### config.mk
export PLATFORM = sky130hd
export DESIGN_NAME = mem_stage
export DESIGN_NICKNAME = d
export VERILOG_FILES = /design/src/rtl/mem_stage_pkg.sv /design/src/rtl/mem_stage_load_align.sv /design/src/rtl/mem_stage.sv
export SDC_FILE = /design/constraint.sdc
export NUM_CORES = 1
export LEC_CHECK = 0
export ABC_AREA = 1
export BUFFER_PORTS_ARGS = -buffer_cell sky130_fd_sc_hd__buf_2
export CORE_AREA = 2 2 182 184
export CTS_CLUSTER_DIAMETER = 50
export DETAILED_ROUTE_END_ITERATION = 7
export DIE_AREA = 0 0 184 186
export PLACE_DENSITY = 0.7
export SKIP_LAST_GASP = 1
export SYNTH_ARGS = -nofsm -noshare
export SYNTH_HDL_FRONTEND = slang
export SYNTH_SLANG_ARGS = --single-unit
export TNS_END_PERCENT = 1
### constraint.sdc
create_clock -name clk_i -period 3 [get_ports clk_i]
set_input_delay 0.6 -clock clk_i [delete_from_list [all_inputs] [get_ports clk_i]]
set_output_delay 0.6 -clock clk_i [all_outputs]
set_load 0.02 [all_outputs]
### src/rtl/mem_stage_pkg.sv
// Shared definitions for the memory-access stage: bus lengths, payload layouts,
// load-op bit indices and FSM state encoding.
`ifndef MEM_STAGE_DEFS_SVH
`define MEM_STAGE_DEFS_SVH
`define DEST_LEN       5
`define EXE_to_MEM_LEN 205
`define MEM_to_WB_LEN  166
`define MEM_RF_LEN     54
`endif

package mem_stage_pkg;

  localparam int unsigned XLEN      = 32;
  localparam int unsigned EXC_W     = 15;
  localparam int unsigned DEST_W    = `DEST_LEN;
  localparam int unsigned CSR_NUM_W = 14;
  localparam int unsigned LOAD_OP_W = 5;

  // one-hot load_op bit positions
  localparam int unsigned LD_B  = 0;
  localparam int unsigned LD_BU = 1;
  localparam int unsigned LD_H  = 2;
  localparam int unsigned LD_HU = 3;
  localparam int unsigned LD_W  = 4;

  typedef enum logic [1:0] {
    ST_IDLE = 2'd0,
    ST_WAIT = 2'd1,
    ST_HOLD = 2'd2
  } mem_state_e;

  typedef struct packed {
    logic [XLEN-1:0]      pc;
    logic                 gr_we;
    logic [DEST_W-1:0]    dest;
    logic [XLEN-1:0]      exe_result;
    logic [XLEN-1:0]      st_data;
    logic                 mem_en;
    logic [LOAD_OP_W-1:0] load_op;
    logic                 rfrom_mem;
    logic [CSR_NUM_W-1:0] csr_num;
    logic                 csr_we;
    logic [XLEN-1:0]      csr_wvalue;
    logic [XLEN-1:0]      csr_wmask;
    logic                 ex;
    logic [EXC_W-1:0]     ex_code;
    logic                 ertn;
  } exe_to_mem_t;

  typedef struct packed {
    logic [XLEN-1:0]      pc;
    logic                 gr_we;
    logic [DEST_W-1:0]    dest;
    logic [XLEN-1:0]      final_result;
    logic [CSR_NUM_W-1:0] csr_num;
    logic                 csr_we;
    logic [XLEN-1:0]      csr_wvalue;
    logic [XLEN-1:0]      csr_wmask;
    logic                 ex;
    logic [EXC_W-1:0]     ex_code;
    logic                 ertn;
  } mem_to_wb_t;

  typedef struct packed {
    logic [DEST_W-1:0]    dest;
    logic                 waiting_load;
    logic [XLEN-1:0]      final_result;
    logic                 valid;
    logic                 csr_we;
    logic [CSR_NUM_W-1:0] csr_num;
  } mem_rf_t;

endpackage

### src/rtl/mem_stage_load_align.sv
// Combinational load data aligner: selects byte/half/word from a word-aligned
// SRAM read and sign- or zero-extends it according to the one-hot load_op.
module mem_stage_load_align
  import mem_stage_pkg::*;
(
  input  logic [XLEN-1:0]      rdata_i,
  input  logic [1:0]           off_i,
  input  logic [LOAD_OP_W-1:0] load_op_i,
  output logic [XLEN-1:0]      value_o
);

  logic [7:0]  byte_v;
  logic [15:0] half_v;

  assign byte_v = 8'(rdata_i >> {off_i, 3'b000});
  assign half_v = 16'(rdata_i >> {off_i[1], 4'b0000});

  always_comb begin
    value_o = rdata_i;
    if (load_op_i[LD_B]) begin
      value_o = {{(XLEN-8){byte_v[7]}}, byte_v};
    end else if (load_op_i[LD_BU]) begin
      value_o = {{(XLEN-8){1'b0}}, byte_v};
    end else if (load_op_i[LD_H]) begin
      value_o = {{(XLEN-16){half_v[15]}}, half_v};
    end else if (load_op_i[LD_HU]) begin
      value_o = {{(XLEN-16){1'b0}}, half_v};
    end
  end

endmodule

### src/rtl/mem_stage.sv
// Memory-access pipeline stage: waits for data-SRAM responses, aligns loads and
// drops responses of flushed requests. Optional MEM_PERF_CNT_EN adds a load-stall counter.
module mem_stage
  import mem_stage_pkg::*;
#(
  parameter int unsigned MAX_OUTST = 2
) (
  input  logic                       clk_i,
  input  logic                       reset_i,
  input  logic                       exe_to_mem_valid_i,
  output logic                       mem_allowin_o,
  input  logic [`EXE_to_MEM_LEN-1:0] exe_to_mem_bus_i,
  input  logic                       data_req_fire_i,
  input  logic                       data_sram_data_ok_i,
  input  logic [XLEN-1:0]            data_sram_rdata_i,
  input  logic                       wb_allowin_i,
  output logic                       mem_to_wb_valid_o,
  output logic [`MEM_to_WB_LEN-1:0]  mem_to_wb_bus_o,
  output logic [`MEM_RF_LEN-1:0]     mem_rf_bus_o,
  output logic                       mem_ex_o,
  output logic                       mem_ertn_o,
  input  logic                       ertn_flush_i,
  input  logic                       wb_ex_i
`ifdef MEM_PERF_CNT_EN
  ,
  output logic [31:0]                perf_load_stall_o
`endif
);

  localparam int unsigned CNT_W = $clog2(MAX_OUTST + 1);
  localparam int unsigned SUM_W = CNT_W + 2;

  exe_to_mem_t      bus_in, bus_q, bus_d;
  mem_state_e       state_q, state_d;
  logic             mem_valid_q, mem_valid_d;
  logic [XLEN-1:0]  rbuf_q, rbuf_d;
  logic [CNT_W-1:0] discard_q, discard_d;

  logic             flush, resp_ok, ready_go, mem_allowin;
  logic [1:0]       disc_inc;
  logic             disc_dec;
  logic [SUM_W-1:0] disc_sum;
  logic [XLEN-1:0]  load_data, aligned, final_result;
  mem_to_wb_t       wb_bus;
  mem_rf_t          rf_bus;
  logic             unused_bits;

  assign bus_in      = exe_to_mem_bus_i;
  assign flush       = ertn_flush_i | wb_ex_i;
  // A response only belongs to the current entry once all orphaned ones are dropped
  assign resp_ok     = data_sram_data_ok_i & (discard_q == '0);
  assign ready_go    = (state_q != ST_WAIT) | resp_ok;
  assign mem_allowin = !mem_valid_q | (ready_go & wb_allowin_i);

  // Requests whose owner dies before the response arrives become orphans to drop
  assign disc_inc = 2'(flush & mem_valid_q & (state_q == ST_WAIT) & !resp_ok)
                  + 2'(data_req_fire_i & (flush | bus_in.ex));
  assign disc_dec = data_sram_data_ok_i & (discard_q != '0);
  assign disc_sum = SUM_W'(discard_q) + SUM_W'(disc_inc) - SUM_W'(disc_dec);
  assign discard_d = (disc_sum > SUM_W'(MAX_OUTST)) ? CNT_W'(MAX_OUTST) : CNT_W'(disc_sum);

  always_comb begin
    mem_valid_d = mem_valid_q;
    bus_d       = bus_q;
    state_d     = state_q;
    rbuf_d      = rbuf_q;
    if (state_q == ST_WAIT && resp_ok) begin
      rbuf_d  = data_sram_rdata_i;
      state_d = ST_HOLD;
    end
    if (mem_allowin) begin
      mem_valid_d = exe_to_mem_valid_i;
      state_d     = ST_IDLE;
      if (exe_to_mem_valid_i) begin
        bus_d = bus_in;
        if (data_req_fire_i && !bus_in.ex) begin
          state_d = ST_WAIT;
        end
      end
    end
    if (flush) begin
      mem_valid_d = 1'b0;
      state_d     = ST_IDLE;
    end
  end

  always_ff @(posedge clk_i) begin
    if (reset_i) begin
      mem_valid_q <= 1'b0;
      bus_q       <= '0;
      state_q     <= ST_IDLE;
      rbuf_q      <= '0;
      discard_q   <= '0;
    end else begin
      mem_valid_q <= mem_valid_d;
      bus_q       <= bus_d;
      state_q     <= state_d;
      rbuf_q      <= rbuf_d;
      discard_q   <= discard_d;
    end
  end

  assert property (@(posedge clk_i) disable iff (reset_i) disc_sum <= SUM_W'(MAX_OUTST));

  assign load_data = (state_q == ST_HOLD) ? rbuf_q : data_sram_rdata_i;

  mem_stage_load_align u_load_align (
    .rdata_i   (load_data),
    .off_i     (bus_q.exe_result[1:0]),
    .load_op_i (bus_q.load_op),
    .value_o   (aligned)
  );

  assign final_result = bus_q.rfrom_mem ? aligned : bus_q.exe_result;

  // Output buses read as zero whenever the stage holds no instruction
  always_comb begin
    wb_bus = '0;
    if (mem_valid_q) begin
      wb_bus.pc           = bus_q.pc;
      wb_bus.gr_we        = bus_q.gr_we & !bus_q.ex;
      wb_bus.dest         = bus_q.dest;
      wb_bus.final_result = final_result;
      wb_bus.csr_num      = bus_q.csr_num;
      wb_bus.csr_we       = bus_q.csr_we;
      wb_bus.csr_wvalue   = bus_q.csr_wvalue;
      wb_bus.csr_wmask    = bus_q.csr_wmask;
      wb_bus.ex           = bus_q.ex;
      wb_bus.ex_code      = bus_q.ex_code;
      wb_bus.ertn         = bus_q.ertn;
    end
  end

  always_comb begin
    rf_bus              = '0;
    rf_bus.dest         = bus_q.dest & {DEST_W{bus_q.gr_we & !bus_q.ex & mem_valid_q}};
    rf_bus.waiting_load = mem_valid_q & bus_q.rfrom_mem & !ready_go;
    rf_bus.valid        = mem_valid_q;
    if (mem_valid_q) begin
      rf_bus.final_result = final_result;
      rf_bus.csr_we       = bus_q.csr_we;
      rf_bus.csr_num      = bus_q.csr_num;
    end
  end

  assign mem_allowin_o     = mem_allowin;
  assign mem_to_wb_valid_o = mem_valid_q & ready_go;
  assign mem_to_wb_bus_o   = wb_bus;
  assign mem_rf_bus_o      = rf_bus;
  assign mem_ex_o          = mem_valid_q & bus_q.ex;
  assign mem_ertn_o        = mem_valid_q & bus_q.ertn;
  assign unused_bits       = ^{bus_q.st_data, bus_q.mem_en};

`ifdef MEM_PERF_CNT_EN
  logic [31:0] perf_q;

  always_ff @(posedge clk_i) begin
    if (reset_i) begin
      perf_q <= '0;
    end else begin
      perf_q <= perf_q + 32'(mem_valid_q & (state_q == ST_WAIT));
    end
  end

  assign perf_load_stall_o = perf_q;
`endif

endmodule
Word level (Yosys, flattened, before mapping)
Cells that the tools add are included.
{"block": "op_classes", "add_sub_neg": 3, "order_cmp": 1, "eq_ne": 3, "shifts": 2, "mux": 14, "bitwise_logic": 19, "reduce_logical": 13}
{"operator": "32-bit two-way mux", "count": 7}
{"operator": "166-bit two-way mux", "count": 1}
{"operator": "32-bit by 5-bit >> shifter with 16-bit output", "count": 1}
{"operator": "32-bit by 5-bit >> shifter with 8-bit output", "count": 1}
{"operator": "15-bit two-way mux", "count": 1}
{"operator": "1-bit bitwise AND", "count": 14}
{"operator": "2-bit two-way mux", "count": 3}
{"operator": "5-bit bitwise AND", "count": 1}
{"operator": "1-bit zero test", "count": 5}
{"operator": "4-bit by 2-bit greater-than comparator with 1-bit output, second input constant", "count": 1}
{"operator": "1-bit bitwise OR", "count": 4}
{"operator": "2-bit nonzero test", "count": 2}
{"operator": "2-bit OR reduction", "count": 2}
{"operator": "3-bit by 1-bit subtractor with 4-bit output", "count": 1}
{"operator": "2-bit by 2-bit adder with 3-bit output", "count": 1}
{"operator": "1-bit by 1-bit adder with 2-bit output", "count": 1}
{"operator": "2-bit by 1-bit == test with 1-bit output, second input constant", "count": 1}
{"operator": "2-bit == test, second input constant", "count": 1}
{"operator": "1-bit logical AND", "count": 2}
{"operator": "2-bit zero test", "count": 1}
{"operator": "1-bit two-way mux", "count": 2}
{"operator": "2-bit by 1-bit != test with 1-bit output, second input constant", "count": 1}
{"operator": "2-bit AND reduction", "count": 1}
{"block": "totals", "reg_bits": 208, "input_bits": 245, "out_inout_bits": 224, "elab_cells": 73}

Logic depth before layout (Yosys ltp)
Gate-level depths: netlist of the first run.
{"block": "logic_depth", "word_depth": 9, "depth_mapped": 14, "mapped_depth_nobuf": 14}

By module
Synthesis of the first run repeated with hierarchy kept, for this count alone.
{"block": "unflattened", "hier_cells": 2053, "hier_area_um2": 12645.9}
{"module": "mem_stage", "instances": 1, "cells_per_inst": 1803, "area_per_inst_um2": 11549.8, "seq_area_each_um2": 4184.0}
{"module": "mem_stage_load_align", "instances": 1, "cells_per_inst": 250, "area_per_inst_um2": 1096.1, "seq_area_each_um2": 0.0}

Least setup slack after synthesis of the first run
Ideal clock, no wire load.
{"block": "synth_path", "path_type": "register -> register", "startpoint": "register mem_valid_q", "endpoint": "register discard_q[1]", "setup_time_ps": 115, "arrival_ps": 2567, "required_time_ps": 2885, "path_slack_ps": 318, "stages_incl_launch_ff": 14, "path_buffers": 2, "synth_period_minus_slack_ps": 2682, "path_cell_list": "dfxtp_1 > clkbuf_1 > clkbuf_1 > nand3_1 > ha_1 > fa_1 > inv_1 > fa_1 > inv_1 > o22ai_1 > a21oi_1 > nand2_1 > o21ai_0 > inv_1"}
{"block": "synth_via", "elab_chain_len": 8}
{"element": "start, declared", "line": "mem_stage.sv:35", "rtl": "logic mem_valid_q, mem_valid_d;"}
{"element": "start signal, assigned", "line": "mem_stage.sv:95", "rtl": "mem_valid_q <= mem_valid_d;"}
{"element": "1-bit bitwise AND * (3 in a row)", "line": "mem_stage.sv:56", "rtl": "assign disc_inc = 2'(flush & mem_valid_q & (state_q == ST_WAIT) & !resp_ok)"}
{"element": "1-bit by 1-bit adder with 2-bit output *", "line": "mem_stage.sv:57", "rtl": "+ 2'(data_req_fire_i & (flush | bus_in.ex));"}
{"element": "2-bit by 2-bit adder with 3-bit output *", "line": "mem_stage.sv:59", "rtl": "assign disc_sum = SUM_W'(discard_q) + SUM_W'(disc_inc) - SUM_W'(disc_dec);"}
{"element": "3-bit by 1-bit subtractor with 4-bit output *", "line": "mem_stage.sv:59"}
{"element": "4-bit by 2-bit greater-than comparator with 1-bit output", "line": "mem_stage.sv:60", "rtl": "assign discard_d = (disc_sum > SUM_W'(MAX_OUTST)) ? CNT_W'(MAX_OUTST) : CNT_W'(disc_sum);"}
{"element": "2-bit two-way mux *", "line": "mem_stage.sv:60"}
{"element": "end signal, assigned", "line": "mem_stage.sv:99", "rtl": "discard_q <= discard_d;"}
{"element": "end, declared", "line": "mem_stage.sv:37", "rtl": "logic [CNT_W-1:0] discard_q, discard_d;"}
Every way passes the cells marked *; elsewhere a longest branch is shown, timed or not.
A chain may end at the register's enable or synchronous reset.

Final worst setup path of the first run
{"block": "layout_path", "startpoint": "register state_q[0]", "endpoint": "output port mem_rf_bus_o[35]"}
{"block": "layout_via", "elab_chain_len": 8, "elab_cells_between_ends": 10, "classes_between": "eq/ne (1); shift (2); mux (7)"}
{"element": "start, declared", "line": "mem_stage.sv:34", "rtl": "mem_state_e state_q, state_d;"}
{"element": "start signal, assigned", "line": "mem_stage.sv:97", "rtl": "state_q <= state_d;"}
{"element": "2-bit == test *", "line": "mem_stage.sv:105", "rtl": "assign load_data = (state_q == ST_HOLD) ? rbuf_q : data_sram_rdata_i;"}
{"element": "32-bit two-way mux *", "line": "mem_stage.sv:105"}
{"element": "32-bit by 5-bit >> shifter with 16-bit output or 32-bit two-way mux (tied branches)", "line": "mem_stage_load_align.sv:16, mem_stage_load_align.sv:26"}
{"element": "32-bit two-way mux", "line": "mem_stage_load_align.sv:24", "rtl": "end else if (load_op_i[LD_H]) begin"}
{"element": "32-bit two-way mux", "line": "mem_stage_load_align.sv:22", "rtl": "end else if (load_op_i[LD_BU]) begin"}
{"element": "32-bit two-way mux *", "line": "mem_stage_load_align.sv:20", "rtl": "if (load_op_i[LD_B]) begin"}
{"element": "32-bit two-way mux *", "line": "mem_stage.sv:114", "rtl": "assign final_result = bus_q.rfrom_mem ? aligned : bus_q.exe_result;"}
{"element": "32-bit two-way mux *", "line": "mem_stage.sv:139", "rtl": "if (mem_valid_q) begin"}
{"element": "end, declared", "line": "mem_stage.sv:19", "rtl": "output logic [`MEM_RF_LEN-1:0] mem_rf_bus_o,"}
Marked as above.

==> results of run 1 <==
state kept, by name, indices dropped and copies added, names as in the netlist:
| signal | flops |
|---|---|
| discard_q | 2 |
| state_q | 2 |
| rbuf_q | 32 |
| bus_q | 171 |
| mem_valid_q | 1 |
layout make-up:
cell class / count / area (um2) / area share [%]
clock buffer: 38 / 820 / 5.87
clock inverter: 14 / 140 / 1.00
inverter: 247 / 935 / 6.70
multi-input combinational: 1101 / 4800 / 34.4
sequential: 208 / 4170 / 29.9
tap: 408 / 510 / 3.66
timing repair buffer: 474 / 2580 / 18.5
Yosys cell counts, drive strengths merged:
| cell type | number | area [um2] |
|---|---|---|
| o21ai | 234 | 1170 |
| clkbuf | 78 | 303 |
| o211ai | 7 | 52.6 |
| buf | 84 | 592 |
| nand2 | 264 | 993 |
| inv | 243 | 915 |
| a21oi | 70 | 358 |
| o22ai | 1 | 6.26 |
| a211oi | 1 | 7.51 |
| clkinv | 4 | 15.0 |
| nand3b | 1 | 7.51 |
| ha | 3 | 37.5 |
| nor3 | 2 | 10.0 |
| nand4 | 1 | 6.26 |
| dfxtp | 208 | 4160 |
| nand3 | 114 | 571 |
| nor2 | 401 | 1510 |
| fa | 2 | 40.0 |
worst reg2reg max path: stages, from the launching register on:
cell and delay (ps):
dfxtp_2 360, inv_1 90, nand2_1 70, a21oi_2 140, nand3_1 90, ha_1 310
fa_1 370, inv_1 100, fa_1 430, inv_1 80, o22ai_1 70, a21oi_1 150
nand2_1 90, o21ai_0 170, inv_1 70
layer usage:
metal | vias up | part of all wire, % | wire length [um] | track usage [%]
li1 | 5931 | - | - | -
met1 | 5330 | 40 | 14800 | 24.1
met2 | 450 | 48 | 17900 | 35.5
met3 | 78 | 7.8 | 2870 | 5.48
met4 | 0 | 4.0 | 1490 | 8.80
met5 | - | 0 | 0 | 0
metrics by stage:
step	power, mW	utilization [%]	TNS [ps]	hold slack (ps)	area [um2]
after floorplan	3.81	-	0	425	10800
after global placement	4.20	40.2	0	435	13000
after detailed placement	4.22	40.2	0	440	13000
after CTS	7.63	43.2	-469	249	13900
after global routing	7.91	43.3	-2690	261	14000
final	7.55	43.3	0	280	14000
repair_timing:
action,4_1_cts,5_1_grt
pin swaps,0,0
hold buffers,0,0
endpoints found under the setup margin,56,58
setup buffers,0,0
resized for setup,4,10
report_power, final:
group | switching, mW | internal (mW)
Sequential | 0.106 | 2.95
Clock | 1.35 | 2.03
Combinational | 0.691 | 0.421
Total | 2.14 | 5.40
how the worst min path moves through the flow:
stage,depth (start not counted),start,endpoint
finish,3,exe_to_mem_bus_i[179],bus_q[179]$_SDFFE_PP0P_
global route,3,exe_to_mem_bus_i[82],bus_q[82]$_SDFFE_PP0P_
CTS,3,exe_to_mem_bus_i[41],bus_q[41]$_SDFFE_PP0P_
detailed placement,2,rbuf_q[8]$_SDFFE_PP0P_,rbuf_q[8]$_SDFFE_PP0P_
global placement,2,rbuf_q[10]$_SDFFE_PP0P_,rbuf_q[10]$_SDFFE_PP0P_
floorplan,2,rbuf_q[10]$_SDFFE_PP0P_,rbuf_q[10]$_SDFFE_PP0P_
logic make-up after synthesis:
group	Yosys count	synth area share, %
adders and majority gates	5	0.721
DFF	208	38.7
buffers and inverters	409	17.0
and+or+nand+nor	783	28.8
AOI/OAI and AO/OA	313	14.8
==> out/qor.yml, run 1 <==
yosys:
  syn_area_um2: 10800
  syn_nets: 1968
  seq_area_frac_synth_pct: 38.7
  synth_cell_types: 28
  ys_ff_latch: 208
  yosys_warnings: 0
  avgSynthCellArea_um2: 6.26
  synth_cells: 1718
placement:
  post-place-ws_ps: 87.4
  portBuffers: 434
  gp_congestion: 0.900
  hpwlAfterDp_um: 26400
  placed_cells: 2438
clocking:
  clock_path_buffers: 3
  clk_latency_ps: 540
  clk_pin_slew_ps: 60
  cts_buffers: 29
  cts-root-buf: "clkbuf_16"
  tritoncts: "yes"
  cts.sinks: 208
  h-tree-depth: 1
finish:
  antennaDiodeCount: 0
  area_growth_pct: 29.7
  fin_cells: 2490
  layout-drive-gt1-share_pct: 25.9
  finalNetCount: 2311
  final_cell_mix: "434 x buf_2, 398 x nor2_1, 263 x nand2_1"
  nFillCells: 3406
  final_common_cell: "buf_2"
detailed_routing:
  routedWlPerCell_um: 14.9
  routed_wl_um: 37000
  antenna_left: 0
  first_pass_iters: 7
  drc_errors: 0
  via_count: 11800
  drt-initial-drc-count: 836
  routed_via_density: 4.73
die:
  die_height_um: 186
  num_rows: 66
  ios: 469
  initial_core_util_pct: 33.4
  core-area_um2: 32200
  chipWidth_um: 184
  dieArea_um2: 34200
critical_path:
  cp_common_cell: "nand3_1"
  crit_buf_inv: 5
  worst_path_largest_cell_delay_ps: 340
  timing.rr.start: "state_q[1]$_SDFFE_PP0P_"
  crit_path_end: "mem_rf_bus_o[35]"
  path_max_fanout: 24
  startpoint_type: "register"
  path_cells: "inv_2, nand2_8, buf_12, nand2_1, nand3_1, nand3_1, nand3_1, buf_12, nand3_1, nand2_1, inv_1, buf_2"
  r2r_setup_slack_ps: 310
  cp_slowest_cell: "dfxtp_2"
  path_delay_family: "buffers and inverters"
  cp.depth: 12
  worstSetupPathType: "register to primary output"
  crit_arrival_ps: 2340
  startpoint: "state_q[0]$_SDFFE_PP0P_"
  reg2reg_depth: 14
  timing.rr.end: "discard_q[1]$_SDFF_PP0_"
  end_kind: "primary output"
  required_ps: 2400
pwr:
  leakage_nw: 8.22
  power_density_nw_per_um2: 541
  vdd_ir_drop_max_mv: 0.388
timing:
  rsz0062_at_grt: "yes"
  period_share_pct: 97.9
  max_freq_mhz: 340
  setup_ws_ps: 61.5
  final_hold_viol_count: 0
  worst_slew_pin_slew_ps: 805
  setup_viol: 0
  fin_crit_ps: 2940
  relSlewSlack_pct: 46.3
  final.setup_skew_ps: 10.9
  drv_slew: 0
global_routing:
  gr-total-overflow: 0
  grt_pass1_wl_um: 56500
  antenna_found_initial: 0
  grt_use_total_pct: 20.6
  first_global_vias: 11100
  grt_max_degree: 173
hold_path:
  hold_path.class: "input pin to register"
flow_run:
  maxCapViolCount: 0
status:
  status: "complete, no violations"
No activity file was read; power rests on OpenSTA's default activity.
==> inputs of run 2 (changes only) <==
--- a/config.mk
+++ b/config.mk
@@ -7,11 +7,11 @@
 export LEC_CHECK = 0
 export ABC_AREA = 1
 export BUFFER_PORTS_ARGS = -buffer_cell sky130_fd_sc_hd__buf_2
-export CORE_AREA = 2 2 182 184
+export CORE_AREA = 2 2 180 182
 export CTS_CLUSTER_DIAMETER = 50
 export DETAILED_ROUTE_END_ITERATION = 7
-export DIE_AREA = 0 0 184 186
-export PLACE_DENSITY = 0.7
+export DIE_AREA = 0 0 182 184
+export PLACE_DENSITY = 0.71
 export SKIP_LAST_GASP = 1
 export SYNTH_ARGS = -nofsm -noshare
 export SYNTH_HDL_FRONTEND = slang
==> constraint.sdc (replaced) <==
create_clock -name clk_i -period 3.4 [get_ports clk_i]
set_input_delay 0.68 -clock clk_i [delete_from_list [all_inputs] [get_ports clk_i]]
set_output_delay 0.68 -clock clk_i [all_outputs]
set_load 0.02 [all_outputs]
==> run 2 against run 1 <==
Effect of this change: largest cell class unchanged; power shrank 7.3%; setup slack gained 140 ps; flip-flop and latch count unchanged; largest power group unchanged; hold slack improved by 57 ps; global-route usage is 0.74 points higher; sequential share of layout area decreased by 0.062 points.
==> out/qor.yml, run 2 (synthesis gave the netlist of run 1 again) <==
finish:
  final_cell_mix: "434 x buf_2, 398 x nor2_1, 263 x nand2_1"
  top_register: "bus_q"
  nFillCells: 3312  # -2.8%
  largest_register_ffs: 171  # unchanged
  area_growth_pct: 29.8
  final_common_cell: "buf_2"
  finalNetCount: 2307  # -0.17%
  reg_top3: "bus_q: 171 flops, rbuf_q: 32 flops"
  layout-drive-gt1-share_pct: 25.7  # -0.22 points
  stdcell_area_um2: 14000  # +0.12%
critical_path:
  path_delay_family: "simple AND/OR/NAND/NOR gates"
  path_max_fanout: 24  # unchanged
  end_kind: "primary output"
  startpoint_type: "register"
  worstSetupPathType: "register to primary output"
  cp_slowest_cell: "dfxtp_1"
  crit_arrival_ps: 2510  # +170 ps
  path_cells: "inv_2, nand2_4, buf_4, nand2_1, o21ai_1, nand2_1, nand3_1, nand3_1, a21oi_1, buf_2"
  required_ps: 2720  # +320 ps
  worst_path_largest_cell_delay_ps: 400  # +60 ps
  crit_buf_inv: 3  # -2
timing:
  whs_ps: 337  # +56.8 ps
  period_share_pct: 94.0
  final_hold_viol_count: 0  # unchanged
  max_freq_mhz: 313
  drv_slew: 0  # unchanged
  rsz0062_at_grt: "no"
  relSlewSlack_pct: 40.2  # -6.1 points
  fin_crit_ps: 3190
  setup_viol: 0  # unchanged
  worst_slew_pin_slew_ps: 896  # +91.2 ps
  final.setup_skew_ps: 18.1  # +7.12 ps
clocking:
  cts.sinks: 208  # unchanged
  cts_buffers: 29  # unchanged
  tritoncts: "yes"
  cts-root-buf: "clkbuf_16"
  clk_pin_slew_ps: 60  # about the same
  clk_latency_ps: 560  # +20 ps
  h-tree-depth: 1  # unchanged
  clock_path_buffers: 3  # unchanged
  hold_buffers: 0  # unchanged
pwr:
  vdd_ir_drop_max_mv: 0.543  # +40%
  leakage_nw: 8.24  # +0.22%
  power_density_nw_per_um2: 501  # -7.4%
die:
  ios: 469  # unchanged
  initial_core_util_pct: 34.3  # +0.87 points
  dieArea_um2: 33500  # -2.2%
  num_rows: 65  # -1.5%
  core-area_um2: 31400  # -2.5%
  die_height_um: 184  # -1.1%
  chipWidth_um: 182  # -1.1%
status:
  status: "complete, no violations"
detailed_routing:
  first_pass_iters: 7  # unchanged
  routed_wl_um: 37300  # +0.72%
  routedWlPerCell_um: 15.0  # +0.80%
  antenna_left: 0  # unchanged
  via_count: 12000  # +1.5%
  drc_errors: 0  # unchanged
  drt-initial-drc-count: 660  # -21%
  routed_via_density: 4.81  # +1.6%
placement:
  hpwlAfterDp_um: 26400  # about the same
  placed_area_um2: 12900  # -0.58%
  gp_congestion: 0.888  # -1.4%
  portBuffers: 434  # unchanged
hold_path:
  hold_path.class: "input pin to register"
global_routing:
  grt_pass1_wl_um: 58000  # +2.7%
  first_global_vias: 11500  # +3.8%
  gr-total-overflow: 0  # unchanged
  grt_max_degree: 173  # unchanged
  antenna_found_initial: 7  # +7
  grt_use_total_pct: 21.3  # +0.74 points
flow_run:
  maxCapViolCount: 0  # unchanged
-- run 2: changes by cell type in the layout (fill, tap and decap cells not counted), moves of 2 or more --
cell	before	now
diode_2	0	6
buf_12	8	4
bufinv_16	1	5
dfxtp_1	203	206
dfxtp_2	4	1
a21oi_1	66	68
a21oi_2	4	2
buf_4	30	32
buf_6	2	0
clkinv_4	4	2
clkinvlp_4	2	0
-- run 2: what timing repair did --
action / 4_1_cts / 5_1_grt
gates resized for setup: 1 / 2
setup buffers: 0 / 0
endpoints found under the setup margin: 7 / 56
-- run 2: metal layers --
metal | wire length (um) | vias to the layer above | GRT usage (%)
li1 | - | 5916 | -
met1 | 14600 | 5431 | 24.3
met2 | 18000 | 513 | 37.1
met3 | 3010 | 107 | 5.74
met4 | 1680 | 0 | 10.0
met5 | 0 | - | 0
-- run 2: layout make-up --
cell class	count	area [um2]	share of cell area, %
timing repair buffer	470	2490	17.8
inverter	247	935	6.69
tap	402	503	3.60
clock buffer	36	802	5.74
clock inverter	18	269	1.93
multi-input combinational	1101	4790	34.3
sequential	208	4170	29.8
antenna	6	15.0	0.107
-- run 2: worst paths after layout --
path / slack (ps) / start / cells after the start / to
worst max-delay path: 210 / state_q[0]$_SDFFE_PP0P_ / 10 / mem_to_wb_bus_o[97]
worst min-delay path: 340 / exe_to_mem_bus_i[165] / 3 / bus_q[165]$_SDFFE_PP0P_
worst max register to register: 710 / state_q[1]$_SDFFE_PP0P_ / 14 / discard_q[1]$_SDFF_PP0_
worst min register to register: 450 / rbuf_q[8]$_SDFFE_PP0P_ / 2 / rbuf_q[8]$_SDFFE_PP0P_
-- run 2: worst min-delay path, delay by kind of cell --
family,cells,cell delay (ps)
buf+inv,1,70
simple gates,2,110
-- run 2: power by group --
| group | internal (mW) | leakage [nW] | total, mW | switching (mW) |
|---|---|---|---|---|
| combinational | 0.361 | 5.99 | 0.962 | 0.601 |
| clock | 2.09 | 0.529 | 3.33 | 1.25 |
| sequential | 2.60 | 1.72 | 2.70 | 0.0966 |
-- run 2: through the flow --
stage	std cells	total power [mW]	setup WS (ps)	TNS [ps]	utilization, %
after floorplan	1718	3.36	718	0	-
after global placement	2428	3.68	465	0	41.0
after detailed placement	2428	3.71	402	0	41.0
after CTS	2482	7.06	-18.8	-47.6	44.4
after global routing	2488	7.29	9.35	0	44.5
final	2488	7.00	206	0	44.5
==> inputs of run 3 (changes only) <==
--- a/config.mk
+++ b/config.mk
@@ -7,13 +7,14 @@
 export LEC_CHECK = 0
 export ABC_AREA = 1
 export BUFFER_PORTS_ARGS = -buffer_cell sky130_fd_sc_hd__buf_2
-export CORE_AREA = 2 2 180 182
+export CORE_AREA = 2 2 181 183
 export CTS_CLUSTER_DIAMETER = 50
 export DETAILED_ROUTE_END_ITERATION = 7
-export DIE_AREA = 0 0 182 184
-export PLACE_DENSITY = 0.71
+export DIE_AREA = 0 0 183 185
+export PLACE_DENSITY = 0.77
 export SKIP_LAST_GASP = 1
 export SYNTH_ARGS = -nofsm -noshare
 export SYNTH_HDL_FRONTEND = slang
+export SYNTH_HIERARCHICAL = 1
 export SYNTH_SLANG_ARGS = --single-unit
 export TNS_END_PERCENT = 1
==> constraint.sdc (replaced) <==
create_clock -name clk_i -period 3.4 [get_ports clk_i]
set_input_delay 0.68 -clock clk_i [delete_from_list [all_inputs] [get_ports clk_i]]
set_output_delay 0.68 -clock clk_i [all_outputs]
set_load 0.1 [all_outputs]
==> run 3 against run 2 <==
Effect of this change: register-to-register slack gained 120 ps; clock power shrank 1%; sequential share of layout area shrank 4.8 points; setup slack lost 150 ps; final cell count grew 12%; flip-flop and latch count is the same.
==> out/qor.yml, run 3 <==
clocking:
  clk_pin_slew_ps: 60  # about the same
  cts-root-buf: "clkbuf_16"
  tritoncts: "yes"
  cts.sinks: 208  # unchanged
  clock_path_buffers: 3  # unchanged
  clk_latency_ps: 570  # about the same
  h-tree-depth: 1  # unchanged
  hold_buffers: 0  # unchanged
  cts_buffers: 31  # +6.9%
critical_path:
  startpoint: "state_q[0]$_SDFFE_PP0P_"
  reg2reg_depth: 14  # unchanged
  worstSetupPathType: "register to primary output"
  path_max_fanout: 11  # -54%
  startpoint_type: "register"
  crit_arrival_ps: 2670  # +160 ps
  end_kind: "primary output"
  r2r_setup_slack_ps: 830  # +120 ps
  timing.rr.start: "state_q[0]$_SDFFE_PP0P_"
  timing.rr.end: "discard_q[1]$_SDFF_PP0_"
  required_ps: 2720  # about the same
flow_run:
  maxCapViolCount: 0  # unchanged
hold_path:
  hold_end: "discard_q[0]$_SDFF_PP0_"
  hold_depth: 2  # -1
  hold_path.class: "input pin to register"
  min_from: "reset_i"
timing:
  setup_viol: 0  # unchanged
  final.setup_skew_ps: 28.8  # +10.7 ps
  period_share_pct: 98.4  # +4.5 points
  drv_slew: 0  # unchanged
  relSlewSlack_pct: 30.2  # -10 points
  final_hold_viol_count: 0  # unchanged
  fin_crit_ps: 3350  # +152 ps
  rsz0062_at_grt: "yes"
  max_freq_mhz: 299  # -4.5%
  fin_tns_setup_ps: 0  # unchanged
  whs_ps: 347  # +9.35 ps
  worst_slew_pin_slew_ps: 1050  # +150 ps
detailed_routing:
  first_pass_iters: 5  # -2
  drt-initial-drc-count: 801  # +21%
  via_count: 13600  # +14%
  drc_errors: 0  # unchanged
  routed_wl_um: 40100  # +7.4%
  routedWlPerCell_um: 14.3  # -4.3%
  antenna_left: 0  # unchanged
  routed_via_density: 4.88  # +1.4%
global_routing:
  grt_use_total_pct: 22.1  # +0.78 points
  grt_pass1_wl_um: 61700  # +6.3%
  antenna_found_initial: 8  # +1
  grt_max_degree: 192  # +11%
  gr-total-overflow: 0  # unchanged
  first_global_vias: 12500  # +8.7%
finish:
  reg_top3: "bus_q: 171 flops, rbuf_q: 32 flops"
  top_register: "bus_q"
  largest_register_ffs: 171  # unchanged
  area_growth_pct: 32.4
  fin_util_pct: 52.1  # +7.6 points
  finalNetCount: 2602  # +13%
  final_common_cell: "nand2_1"
  layout-drive-gt1-share_pct: 26.4  # +0.70 points
  final_cell_mix: "447 x nand2_1, 367 x buf_2, 363 x inv_1"
die:
  core-area_um2: 32000  # +2.1%
  die_height_um: 185  # +0.54%
  chipWidth_um: 183  # +0.55%
  num_rows: 66  # +1.5%
  dieArea_um2: 33900  # +1.1%
  ios: 469  # unchanged
  initial_core_util_pct: 39.3  # +5.1 points
pwr:
  p_total_mw: 7.40  # +5.8%
  power_density_nw_per_um2: 444  # -11%
  leakage_nw: 9.89  # +20%
  vdd_ir_drop_max_mv: 0.425  # -22%
placement:
  portBuffers: 434  # unchanged
  gp_congestion: 0.915  # +3.1%
  hpwlAfterDp_um: 27600  # +4.4%
yosys:
  avgSynthCellArea_um2: 6.16  # -1.7%
  synth_cells: 2047  # +19%
  yosys_warnings: 6  # +6
  syn_nets: 2297  # +17%
  syn_area_um2: 12600  # +17%
status:
  status: "complete, no violations"
[run 3: cell count changes in the layout (fill, tap and decap cells not counted), sizes merged, moves of 5 or more]
cell	delta
a21oi	+104
buf	-6
clkinvlp	+5
inv	+121
mux2	+32
nand2	+194
nand3	+104
nor2	-86
o211ai	-6
o21ai	-166
[run 3: worst max path at each step]
stage | endpoint | slack, ps | cells past startpoint
global placement | mem_to_wb_bus_o[122] | 330 | 13
finish | mem_to_wb_bus_o[101] | 50 | 13
floorplan | mem_to_wb_bus_o[127] | -450 | 13
global route | mem_to_wb_bus_o[101] | -60 | 13
detailed placement | mem_to_wb_bus_o[122] | 290 | 13
CTS | mem_to_wb_bus_o[101] | -40 | 13
[run 3: power by group]
part	switching [mW]	internal, mW
Combinational	0.915	0.485
Sequential	0.104	2.60
Clock	1.26	2.04
[run 3: layer usage]
metal	up-vias	routed length (um)	global-route usage [%]
met5	-	6	0
met4	2	1520	9.34
met3	106	3330	5.41
met2	597	18900	37.4
met1	6143	16300	26.8
li1	6769	-	-
[run 3: what timing repair did]
action	CTS	global route
cloned	0	3
setup endpoints to repair	64	57
pin swaps	0	7
buffers inserted	0	5
resized for setup	4	41
endpoints found under the hold margin	0	0
[run 3: per-stage QoR]
step                cells  worst slack, ps  cell area (um2)
detailed placement   2719              294            15400
global route         2790            -62.7            16700
floorplan            2047             -446            12700
global placement     2719              329            15400
CTS                  2777            -36.9            16400
finish               2793             54.0            16700
[run 3: critical path, cell delays in order (launching register included)]
cell and delay [ps]:
dfxtp_1 350, inv_2 80, nand2_4 120, buf_4 220
mux2_2 370, inv_1 100, nand2_1 60, nand3_1 130
nand3_1 90, nand2_1 60, inv_1 30, nor2_1 200
nor2_2 130, buf_12 180
[run 3: layout make-up]
type                       instances  area (um2)
inverter                         369        1400
antenna                            8        20.0
clock buffer                      35         811
fill                            3127       15400
sequential                       208        4170
clock inverter                    23         263
tap                              408         510
timing repair buffer             465        3520
multi-input combinational       1277        6000
